**config.mk**
```make
export PLATFORM = sky130hd
export DESIGN_NAME = keypad_event_fifo
export DESIGN_NICKNAME = d
export VERILOG_FILES = /design/src/rtl/keypad_pkg.sv /design/src/rtl/keypad_sync_fifo.sv /design/src/rtl/keypad_event_fifo.sv
export SDC_FILE = /design/constraint.sdc
export NUM_CORES = 1
export LEC_CHECK = 0
export ABC_AREA = 1
export BUFFER_PORTS_ARGS = -buffer_cell sky130_fd_sc_hd__buf_2
export CELL_PAD_IN_SITES_DETAIL_PLACEMENT = 1
export CELL_PAD_IN_SITES_GLOBAL_PLACEMENT = 2
export CORE_MARGIN = 2
export CORE_UTILIZATION = 36
export CTS_CLUSTER_SIZE = 14
export DETAILED_ROUTE_END_ITERATION = 10
export GPL_TIMING_DRIVEN = 0
export PLACE_DENSITY_LB_ADDON = 0.2
export SLEW_MARGIN = 20
export SYNTH_ARGS = -nofsm -noshare
export SYNTH_HDL_FRONTEND = slang
export SYNTH_SLANG_ARGS = --single-unit
```
**constraint.sdc**
```tcl
create_clock -name i_clk -period 2.7 [get_ports i_clk]
set_input_delay 0.405 -clock i_clk [delete_from_list [all_inputs] [get_ports i_clk]]
set_output_delay 0.405 -clock i_clk [all_outputs]
set_load 0.01 [all_outputs]
```
**src/rtl/keypad_pkg.sv**
```systemverilog
// Shared types and helpers for the keypad event path: FSM states, key-index
// width, and the one-hot-low scan nibble decoder.
package keypad_pkg;

  localparam int KEY_IDX_W = 4;

  typedef enum logic [1:0] {
    IDLE,
    PRESS_DB,
    HELD,
    RELEASE_DB
  } key_state_t;

  typedef struct packed {
    logic       valid;
    logic [1:0] idx;
  } nib_dec_t;

  // What the debouncer currently sees: a decoded key, or "no key" (all zero).
  typedef struct packed {
    logic                 ok;
    logic [KEY_IDX_W-1:0] idx;
  } key_obs_t;

  function automatic int max_int(input int a, input int b);
    return (a > b) ? a : b;
  endfunction

  // Exactly one low bit is a valid line; its position is the index.
  function automatic nib_dec_t decode_nibble(input logic [3:0] nib);
    nib_dec_t d;
    d = '0;
    case (nib)
      4'b1110: d = '{valid: 1'b1, idx: 2'd0};
      4'b1101: d = '{valid: 1'b1, idx: 2'd1};
      4'b1011: d = '{valid: 1'b1, idx: 2'd2};
      4'b0111: d = '{valid: 1'b1, idx: 2'd3};
      default: d = '0;
    endcase
    return d;
  endfunction

endpackage

```
**src/rtl/keypad_sync_fifo.sv**
```systemverilog
// Generic circular FIFO with wrap-bit pointers and a registered head entry;
// a push into a full FIFO without a same-cycle pop is dropped and reported.
module keypad_sync_fifo #(
  parameter int DEPTH = 4,
  parameter int WIDTH = 4
) (
  input  logic                     clk,
  input  logic                     rst,
  input  logic                     push,
  input  logic [WIDTH-1:0]         push_data,
  input  logic                     pop_ready,
  output logic [WIDTH-1:0]         head_data,
  output logic                     head_valid,
  output logic [$clog2(DEPTH):0]   count,
  output logic                     drop
);

  localparam int AW = $clog2(DEPTH);
  localparam int PW = AW + 1;

  logic [WIDTH-1:0] mem [DEPTH];
  logic [PW-1:0]    wr_ptr;
  logic [PW-1:0]    rd_ptr;
  logic [PW-1:0]    rd_ptr_nxt;
  logic [PW-1:0]    remaining;
  logic             full;
  logic             pop;
  logic             do_push;

  assign count      = wr_ptr - rd_ptr;
  assign full       = (wr_ptr[AW] != rd_ptr[AW]) && (wr_ptr[AW-1:0] == rd_ptr[AW-1:0]);
  assign pop        = head_valid && pop_ready;
  assign do_push    = push && (!full || pop);
  assign drop       = push && full && !pop;
  assign rd_ptr_nxt = rd_ptr + PW'(pop);
  // Entries already in memory that survive this edge; a push landing on this
  // same edge becomes visible at the head one cycle later.
  assign remaining  = count - PW'(pop);

  // NOTE: sequential state uses non-blocking assignments so every register
  // samples pre-edge values regardless of statement order.
  always_ff @(posedge clk) begin
    if (rst) begin
      wr_ptr     <= '0;
      rd_ptr     <= '0;
      head_valid <= 1'b0;
      head_data  <= '0;
    end else begin
      if (do_push) wr_ptr <= wr_ptr + 1'b1;
      rd_ptr     <= rd_ptr_nxt;
      head_valid <= (remaining != '0);
      if (remaining != '0) head_data <= mem[rd_ptr_nxt[AW-1:0]];
    end
  end

  // NOTE: storage has no reset; the pointers alone define which entries are
  // live, so resetting the array would only cost area and reset fan-out.
  always_ff @(posedge clk) begin
    if (do_push) mem[wr_ptr[AW-1:0]] <= push_data;
  end

endmodule

```
**src/rtl/keypad_event_fifo.sv**
```systemverilog
// Keypad event path: synchronizes scanner codes, debounces presses into key
// events and queues them. Define KEYPAD_REPEAT_EN to enable auto-repeat.
module keypad_event_fifo
  import keypad_pkg::*;
#(
  parameter int FIFO_DEPTH    = 4,
  parameter int STABLE_CYCLES = 1_000_000,
  parameter int REPEAT_DELAY  = 50_000_000,
  parameter int REPEAT_PERIOD = 10_000_000
) (
  input  logic                        i_clk,
  input  logic                        i_rst,
  input  logic [7:0]                  i_scan_code,
  input  logic                        i_scan_valid,
  output logic [KEY_IDX_W-1:0]        o_key_code,
  output logic                        o_key_valid,
  input  logic                        i_key_ready,
  output logic                        o_key_down,
  output logic [$clog2(FIFO_DEPTH):0] o_fifo_count,
  output logic                        o_overflow,
  input  logic                        i_ovf_clr
);

  localparam int CNT_MAX_VAL = max_int(STABLE_CYCLES, max_int(REPEAT_DELAY, REPEAT_PERIOD));
  localparam int CNT_W       = (CNT_MAX_VAL > 2) ? $clog2(CNT_MAX_VAL) : 1;
  localparam logic [CNT_W-1:0] STABLE_LAST = CNT_W'(STABLE_CYCLES - 1);

  logic [7:0]           code_meta, code_sync;
  logic                 valid_meta, valid_sync;
  nib_dec_t             col_dec, row_dec;
  key_obs_t             obs;
  logic                 match;

  key_state_t           state, state_nxt;
  logic [CNT_W-1:0]     cnt, cnt_nxt, cnt_inc;
  logic [KEY_IDX_W-1:0] cand, cand_nxt;
  key_obs_t             rel_obs, rel_obs_nxt;
  logic                 db_push;
  logic                 push_evt;
  logic                 fifo_drop;

  // Scan code and flag come from the slow scan clock.
  always_ff @(posedge i_clk) begin
    if (i_rst) begin
      code_meta  <= '0;
      code_sync  <= '0;
      valid_meta <= 1'b0;
      valid_sync <= 1'b0;
    end else begin
      code_meta  <= i_scan_code;
      code_sync  <= code_meta;
      valid_meta <= i_scan_valid;
      valid_sync <= valid_meta;
    end
  end

  assign col_dec = decode_nibble(code_sync[7:4]);
  assign row_dec = decode_nibble(code_sync[3:0]);
  assign obs.ok  = valid_sync && col_dec.valid && row_dec.valid;
  assign obs.idx = obs.ok ? {row_dec.idx, col_dec.idx} : '0;
  assign match   = obs.ok && (obs.idx == cand);
  assign cnt_inc = (cnt == '1) ? cnt : cnt + 1'b1;

  always_ff @(posedge i_clk) begin
    if (i_rst) begin
      state   <= IDLE;
      cnt     <= '0;
      cand    <= '0;
      rel_obs <= '0;
    end else begin
      state   <= state_nxt;
      cnt     <= cnt_nxt;
      cand    <= cand_nxt;
      rel_obs <= rel_obs_nxt;
    end
  end

  // NOTE: every output of this block gets a default first, so no path can
  // leave a variable unassigned and infer a latch.
  always_comb begin
    state_nxt   = state;
    cnt_nxt     = cnt_inc;
    cand_nxt    = cand;
    rel_obs_nxt = rel_obs;
    db_push     = 1'b0;
    case (state)
      IDLE: begin
        cnt_nxt = '0;
        if (obs.ok) begin
          state_nxt = PRESS_DB;
          cand_nxt  = obs.idx;
        end
      end
      PRESS_DB: begin
        if (!match) begin
          state_nxt = IDLE;
          cnt_nxt   = '0;
        end else if (cnt == STABLE_LAST) begin
          state_nxt = HELD;
          cnt_nxt   = '0;
          db_push   = 1'b1;
        end
      end
      HELD: begin
        cnt_nxt = '0;
        if (!match) begin
          state_nxt   = RELEASE_DB;
          rel_obs_nxt = obs;
        end
      end
      RELEASE_DB: begin
        // Release only counts once whatever replaced the key has itself held
        // steady; any change in the observation restarts the count.
        if (match) begin
          state_nxt = HELD;
          cnt_nxt   = '0;
        end else if (obs != rel_obs) begin
          rel_obs_nxt = obs;
          cnt_nxt     = '0;
        end else if (cnt == STABLE_LAST) begin
          state_nxt = IDLE;
          cnt_nxt   = '0;
        end
      end
      default: begin
        state_nxt = IDLE;
        cnt_nxt   = '0;
      end
    endcase
  end

`ifdef KEYPAD_REPEAT_EN
  localparam logic [CNT_W-1:0] DELAY_LAST  = CNT_W'(REPEAT_DELAY - 1);
  localparam logic [CNT_W-1:0] PERIOD_LAST = CNT_W'(REPEAT_PERIOD - 1);

  logic [CNT_W-1:0] rpt_cnt, rpt_cnt_nxt;
  logic             rpt_armed, rpt_armed_nxt;
  logic             rpt_push;

  // rpt_armed selects the period once the initial delay has fired.
  always_comb begin
    rpt_cnt_nxt   = '0;
    rpt_armed_nxt = 1'b0;
    rpt_push      = 1'b0;
    if (state == HELD && match) begin
      if (rpt_cnt == (rpt_armed ? PERIOD_LAST : DELAY_LAST)) begin
        rpt_push      = 1'b1;
        rpt_armed_nxt = 1'b1;
      end else begin
        rpt_cnt_nxt   = (rpt_cnt == '1) ? rpt_cnt : rpt_cnt + 1'b1;
        rpt_armed_nxt = rpt_armed;
      end
    end
  end

  always_ff @(posedge i_clk) begin
    if (i_rst) begin
      rpt_cnt   <= '0;
      rpt_armed <= 1'b0;
    end else begin
      rpt_cnt   <= rpt_cnt_nxt;
      rpt_armed <= rpt_armed_nxt;
    end
  end

  assign push_evt = db_push || rpt_push;
`else
  assign push_evt = db_push;
`endif

  assign o_key_down = (state == HELD) || (state == RELEASE_DB);

  keypad_sync_fifo #(
    .DEPTH (FIFO_DEPTH),
    .WIDTH (KEY_IDX_W)
  ) u_fifo (
    .clk        (i_clk),
    .rst        (i_rst),
    .push       (push_evt),
    .push_data  (cand),
    .pop_ready  (i_key_ready),
    .head_data  (o_key_code),
    .head_valid (o_key_valid),
    .count      (o_fifo_count),
    .drop       (fifo_drop)
  );

  // A same-cycle drop wins over the clear.
  always_ff @(posedge i_clk) begin
    if (i_rst)          o_overflow <= 1'b0;
    else if (fifo_drop) o_overflow <= 1'b1;
    else if (i_ovf_clr) o_overflow <= 1'b0;
  end

endmodule

```
# --- Word level (Yosys, flattened, before mapping) ---
# Memories as Yosys holds them, arrays and structs flattened. A register that Yosys moved wholly into a read port is not among the register bits.
# Index checks and enable logic that the tools add are counted.
classes:
  n_addsub: 5
  n_mux: 28
  n_eq_ne: 24
  n_reduce_logical: 20
op_table:
  columns: ["cell", "n"]
  rows:
  - ["$mux W26", 5]
  - ["$pmux W26 S3", 1]
  - ["$add A26 B1 Y26 const B", 1]
  - ["$eq A26 B20 Y1 const B", 1]
  - ["$eq A26 B26 Y1 const B", 1]
  - ["$eq A4 B4 Y1 const B", 6]
  - ["$pmux W3 S4", 2]
  - ["$mux W5", 3]
  - ["$mux W2", 7]
  - ["$pmux W5 S2", 1]
  - ["$ne A3 B3 Y1 const B", 3]
  - ["$eq A4 B3 Y1 const B", 2]
  - ["$logic_and A1 B1 Y1", 8]
  - ["$ne A2 B2 Y1 const B", 4]
  - ["$pmux W2 S4", 1]
  - ["$mux W1", 7]
  - ["$ne A5 B5 Y1", 1]
  - ["$reduce_and A5 Y1", 1]
  - ["$eq A2 B2 Y1 const B", 2]
  - ["$eq A4 B4 Y1", 1]
  - ["$mux W4", 1]
  - ["$reduce_and A4 Y1", 1]
  - ["$reduce_bool A2 Y1", 2]
  - ["$add A3 B1 Y3", 1]
  - ["other kinds (12)", 14]
word_totals:
  ram_bits: 16
  word_cells: 91
  reg_bits: 63
  output_inout_bits: 10
  memories: 1
mem_list:
  columns: ["name", "depth", "word_bits", "read_ports", "rd_clocked_by_memory_dff", "wr", "line", "text"]
  rows:
  - ["u_fifo.mem", 4, 4, 1, 1, 1, "keypad_sync_fifo.sv:21", "logic [WIDTH-1:0] mem [DEPTH];"]

# --- Longest topological paths before layout ---
depth:
  ltp_word: 12
  ltp_mapped: 17

# --- Hierarchy ---
# From an unflattened synthesis, not the netlist that was laid out.
unflattened:
  cells_unflattened: 535
  hier_area_um2: 4092.7
by_module_without_submodules:
  columns: ["mod", "area_per_inst_um2", "instances", "cells_each", "seq_area_each_um2"]
  rows:
  - ["keypad_event_fifo", 2753.9, 1, 389, 1121.1]
  - ["keypad_sync_fifo", 1338.8, 1, 146, 700.7]

# --- Least setup slack after synthesis ---
# No wires, ideal clock.
synth_path:
  path_kind: "register to register"
  from: "register u_fifo.wr_ptr[0]"
  to: "register u_fifo.head_data[0], read port of u_fifo.mem"
  t_arrival_ps: 1919
  setup_ps: 143
  path_slack_ps: 638
  required_time_ps: 2557
  path_stages_with_launch: 12
  cell_sequence: "dfxtp_1 -> inv_1 -> ha_1 -> inv_1 -> fa_1 -> xnor2_1 -> inv_1 -> nand2_1 -> nand3_1 -> o21bai_1 -> o21ai_0 -> a31oi_1"
synth_via:
  elab_chain_cells: 3
synth_lines:
  columns: ["element", "line", "text"]
  rows:
  - ["from (decl)", "keypad_sync_fifo.sv:22", "logic [PW-1:0] wr_ptr;"]
  - ["from (signal assigned)", "keypad_sync_fifo.sv:49", "if (do_push) wr_ptr <= wr_ptr + 1'b1;"]
  - ["$sub A3 B3 Y3", "keypad_sync_fifo.sv:30", "assign count = wr_ptr - rd_ptr;"]
  - ["named net o_fifo_count[2]", "keypad_event_fifo.sv:19", "output logic [$clog2(FIFO_DEPTH):0] o_fifo_count,"]
  - ["$sub A3 B1 Y3", "keypad_sync_fifo.sv:38", "assign remaining = count - PW'(pop);"]
  - ["$reduce_bool A3 Y1", "keypad_sync_fifo.sv:52", "if (remaining != '0) head_data <= mem[rd_ptr_nxt[AW-1:0]];"]
  - ["to (decl)", "keypad_sync_fifo.sv:12", "output logic [WIDTH-1:0] head_data,"]
# The timed path passes the listed nets, and every way through them passes these cells.
# A chain may end at the register's enable or synchronous reset.

# --- Worst setup path in the final report ---
layout_path:
  from: "register code_sync[7]"
  to: "memory u_fifo.mem[2][3] (enable)"
layout_via:
  elab_chain_cells: 12
  word_cells_on_any_way: 15
layout_lines:
  columns: ["element", "line", "text"]
  rows:
  - ["from (decl)", "keypad_event_fifo.sv:28", "logic [7:0] code_meta, code_sync;"]
  - ["from (signal assigned)", "keypad_event_fifo.sv:51", "code_sync <= code_meta;"]
  - ["$eq A4 B3 Y1 / $eq A4 B4 Y1 (equally long branches)", "keypad_pkg.sv:33", "case (nib)"]
  - ["$pmux W3 S4 (*)", "keypad_pkg.sv:33", null]
  - ["$logic_and A1 B1 Y1 (2 in series)", "keypad_event_fifo.sv:59", "assign obs.ok = valid_sync && col_dec.valid && row_dec.valid;"]
  - ["$mux W4", "keypad_event_fifo.sv:60", "assign obs.idx = obs.ok ? {row_dec.idx, col_dec.idx} : '0;"]
  - ["$eq A4 B4 Y1", "keypad_event_fifo.sv:61", "assign match = obs.ok && (obs.idx == cand);"]
  - ["$logic_and A1 B1 Y1 (*)", "keypad_event_fifo.sv:61", null]
  - ["$mux W1 (*)", "keypad_event_fifo.sv:95", "if (!match) begin"]
  - ["$mux W1 (*)", "keypad_event_fifo.sv:86", "case (state)"]
  - ["$logic_and A1 B1 Y1 (*)", "keypad_sync_fifo.sv:33", "assign do_push = push && (!full || pop);"]
  - ["$mux W1 (*)", "keypad_sync_fifo.sv:59", "if (do_push) mem[wr_ptr[AW-1:0]] <= push_data;"]
  - ["$mux W1 (not written as such) (*)", "keypad_sync_fifo.sv:59", null]
  - ["to (decl)", "keypad_sync_fifo.sv:21", null]
# Mark *: on every way between the ends. The rest lies on a longest branch, timed or not.

==> summary.txt <==
Timing
  – Worst-Margin Slew: 0.640 ns
  – Final hold violation count: 0
  – Max-slew violations: 0
  – Fin crit share: 88.7%
  – Final hold slack: 0.259 ns
  – Rel. slew slack: between 50% and 60%
  – Fin crit period: 2.40 ns
  – Max Freq: 417 MHz
  – Final WS setup: 0.304 ns
  – Setup clock skew after layout: 0.00670 ns
  – RSZ-0062 raised after global routing: no
  – TNS Setup: 0 ns
  – Final setup viols: 0

Clock tree
  – CTS max path bufs: 2
  – Post-CTS Setup Inserts: 0
  – Cts bufs inserted: 9
  – TritonCTS Sinks: 83
  – Clk_lat worst skew: around 0.35 ns
  – CTS clk-pin slew, worst paths: approximately 0.060 ns
  – Cts hold-fix bufs: 0
  – Root Buffer: clkbuf_16
  – Htree depth: 3
  – TritonCTS clock tree: done
  – Post-cts sizing count: 0

Detailed routing
  – Via density: 4.74
  – Total Wirelength: 9400 µm
  – WL per Instance: 13.1 µm
  – Vias: around 3400
  – Drt drc: 0
  – Number of nets still failing antenna checks after routing: 0
  – DRT Pass-1 Iters: 4
  – DR iter-0 viols: 88

Synthesis
  – Asr flop ratio synth: 0%
  – Post-Syn Area per Cell: 7.53 µm²
  – Cell Area, Synth: 0.00407 mm²
  – Post-synth cell types: 35
  – Synth Flop Type: dfxtp_1
  – Seq/Total Area, Yosys: about 45%
  – Yosys reg bits: between 80 and 90
  – EDFF count, synth: 16
  – Syn nets: 564
  – Cells after synthesis: 540
  – Synthesis Warnings: 0

Cells and area
  – Nets: 596
  – Util after Layout: 42.4%
  – Ant diodes: 0
  – Layout cells sized above 1: around 14%
  – Final std cell area, no fill: 0.00464 mm²
  – Area Overhead vs Synth: 14.0%
  – Fillers: 1380

Critical path
  – Crit path max-delay cell type: dfxtp_1
  – Worst-path fanout max: 8
  – Cell family with most CP delay: simple AND/OR/NAND/NOR gates
  – Crit Path Category: flip-flop to flip-flop
  – CP startpoint kind: flip-flop
  – CP Data Required Time: 2.71 ns
  – CP cell instances: nand2_1, inv_1, nand3_1, nand2_2, nand2_4, nor2_8, nand2_1, nor2_2, nand3_1, nor3_1, inv_1, nor2_1
  – CP Data Arrival Time: 2.40 ns
  – Setup crit end kind: flip-flop
  – Max stage delay on crit path: 0.37 ns
  – Buf+Inv Stages, Crit Path: 2

Place
  – I/O Buffers: 21
  – HPWL Detailed: 7330 µm
  – Post-Place Setup Slack: between 0.2 and 0.25 ns
  – Placed Area: between 0.004 and 0.005 mm²
  – RePlAce Congestion: 0.770

Pwr
  – Switching share of power: about a quarter
  – Logic pwr share: 10.0%
  – Worst IR Drop VDD: 293 µV
  – Clk pwr share: 42.4%
  – Flop pwr share: roughly 48%
  – Switching power: 729 µW
  – Cell internal pwr: between 2000 and 2500 µW
  – Power density over the cells: 596 mW/mm²
  – P_leak: 0.00198 µW

Global routing
  – Grt ovf: 0
  – Largest net degree at the start of global routing: 17
  – Initial antenna violation count: 0
  – First-pass GRT wire length: around 16000 µm
  – Total GRT Usage: 17.4%
  – Vias in the first global route: between 3000 and 4000

Floorplanning
  – I/O pin count: 23
  – Die Y: 110 µm
  – Site row count: 38
  – Die W: 110 µm
  – Starting Density: between 30 and 40%
  – Core area: 0.0109 mm²
  – Die area: 0.0122 mm²

Worst hold path
  – Worst min path class: input pin to flip-flop

Run
  – Max Cap Violations: 0

Outcome
  – Status: finished clean
==> path summary, 6_finish.rpt <==
| kind | from | end | slack [ns] | cells past startpoint |
|---|---|---|---|---|
| worst max register to register | code_sync[7]$_SDFF_PP0_ | u_fifo.mem[2][3]$_DFFE_PP_ | 0.30 | 12 |
| worst max-delay path | code_sync[7]$_SDFF_PP0_ | u_fifo.mem[2][3]$_DFFE_PP_ | 0.30 | 12 |
| worst min-delay path | i_scan_code[2] | code_meta[2]$_SDFF_PP0_ | 0.26 | 3 |
| worst min register to register | code_meta[0]$_SDFF_PP0_ | code_sync[0]$_SDFF_PP0_ | 0.40 | 2 |
==> layout by cell type (no fill, tap or decap), types with 2 or more instances in the layout <==
cell / netlist / routed
nand3_1: 26 / 26
o21ai_0: 26 / 26
a31oi_1: 4 / 4
inv_1: 93 / 92
nand4_1: 13 / 13
nor2_1: 102 / 100
nand2_4: 2 / 2
nand2_2: 4 / 4
edfxtp_1: 16 / 16
clkbuf_16: 0 / 9
buf_1: 2 / 2
buf_2: 1 / 22
buf_6: 2 / 2
a21oi_2: 3 / 3
clkinv_4: 0 / 2
nor4_1: 3 / 3
clkbuf_1: 4 / 4
clkinvlp_4: 0 / 2
nor2_2: 20 / 22
xor2_1: 13 / 13
nand2_1: 81 / 81
dfxtp_1: 67 / 67
ha_1: 10 / 10
nand3b_1: 3 / 3
inv_6: 0 / 3
a21oi_1: 10 / 10
inv_2: 2 / 3
nor3_1: 16 / 16
xnor2_1: 7 / 7
==> synth_stat cells (2+ instances only) <==
cell	count	area [µm²]
a31oi_1	4	25.0
nand4_1	13	81.3
dfxtp_1	67	1340
nand3_1	26	130
xor2_1	13	114
nor4_1	3	18.8
nand2_2	4	25.0
o21ai_0	26	130
nand2_4	2	22.5
inv_2	2	7.51
nor2_2	20	125
nand2_1	81	304
ha_1	10	125
nor3_1	16	80.1
buf_1	2	7.51
clkbuf_1	4	15.0
nand3b_1	3	22.5
buf_6	2	22.5
nor2_1	102	383
edfxtp_1	16	480
a21oi_2	3	26.3
xnor2_1	7	61.3
a21oi_1	10	50.1
inv_1	93	349
==> worst min-delay path, stage by stage <==
cell,delay [ns]
buf_2,0.07
inv_1,0.03
nor2_1,0.07
==> sequential cells by signal (all words and copies together) (netlist names), named ones only <==
| register | count |
|---|---|
| u_fifo.wr_ptr | 3 |
| cand | 4 |
| valid_sync | 1 |
| code_meta | 8 |
| code_sync | 8 |
| rel_obs | 5 |
| valid_meta | 1 |
| u_fifo.head_valid | 1 |
| u_fifo.rd_ptr | 3 |
| u_fifo.head_data | 4 |
| cnt | 26 |
| u_fifo.mem | 16 |
| state | 1 |
| o_overflow | 1 |
==> stage by stage <==
| stage | cells | total power [µW] |
|---|---|---|
| global placement | 701 | 1610 |
| detailed placement | 701 | 1630 |
| floorplan | 540 | 1530 |
| CTS | 717 | 2800 |
| global route | 717 | 2900 |
| finish | 717 | 2760 |
==> routing by layer <==
| layer | global-route usage (%) | share of wire (%) | vias to the layer above |
|---|---|---|---|
| met5 | 0 | 0 | - |
| met4 | 7.77 | 1.9 | 0 |
| met3 | 3.35 | 2.8 | 11 |
| met2 | 27.5 | 44 | 34 |
| met1 | 23.1 | 51 | 1595 |
| li1 | - | - | 1758 |
==> power by group through the flow <==
stage	registers [µW]	logic, µW	clock network, µW
finish	1320	276	1170
floorplan	1350	176	0
detailed placement	1340	284	0
global route	1320	316	1270
global placement	1340	269	0
CTS	1320	284	1200
==> area by class of cell <==
type	instances	area (µm²)	area share, %
Inverter	95	357	7.69
Tap cell	140	175	3.78
Clock inverter	7	58.8	1.27
Buffer	9	50.0	1.08
Clock buffer	9	225	4.86
Sequential cell	83	1820	39.3
Multi-Input combinational cell	353	1840	39.8
Timing Repair Buffer	21	105	2.27
==> logic make-up (layout without fill, tap and decap cells) <==
group	Yosys count	in the layout	synth area share, %
compound gates	46	46	6.24
xor+xnor	20	20	4.31
fa+ha+maj	11	11	3.57
buf+inv	104	141	10.0
flops	83	83	44.8
simple gates	276	276	31.1
Power figures use the tool's default switching activity.
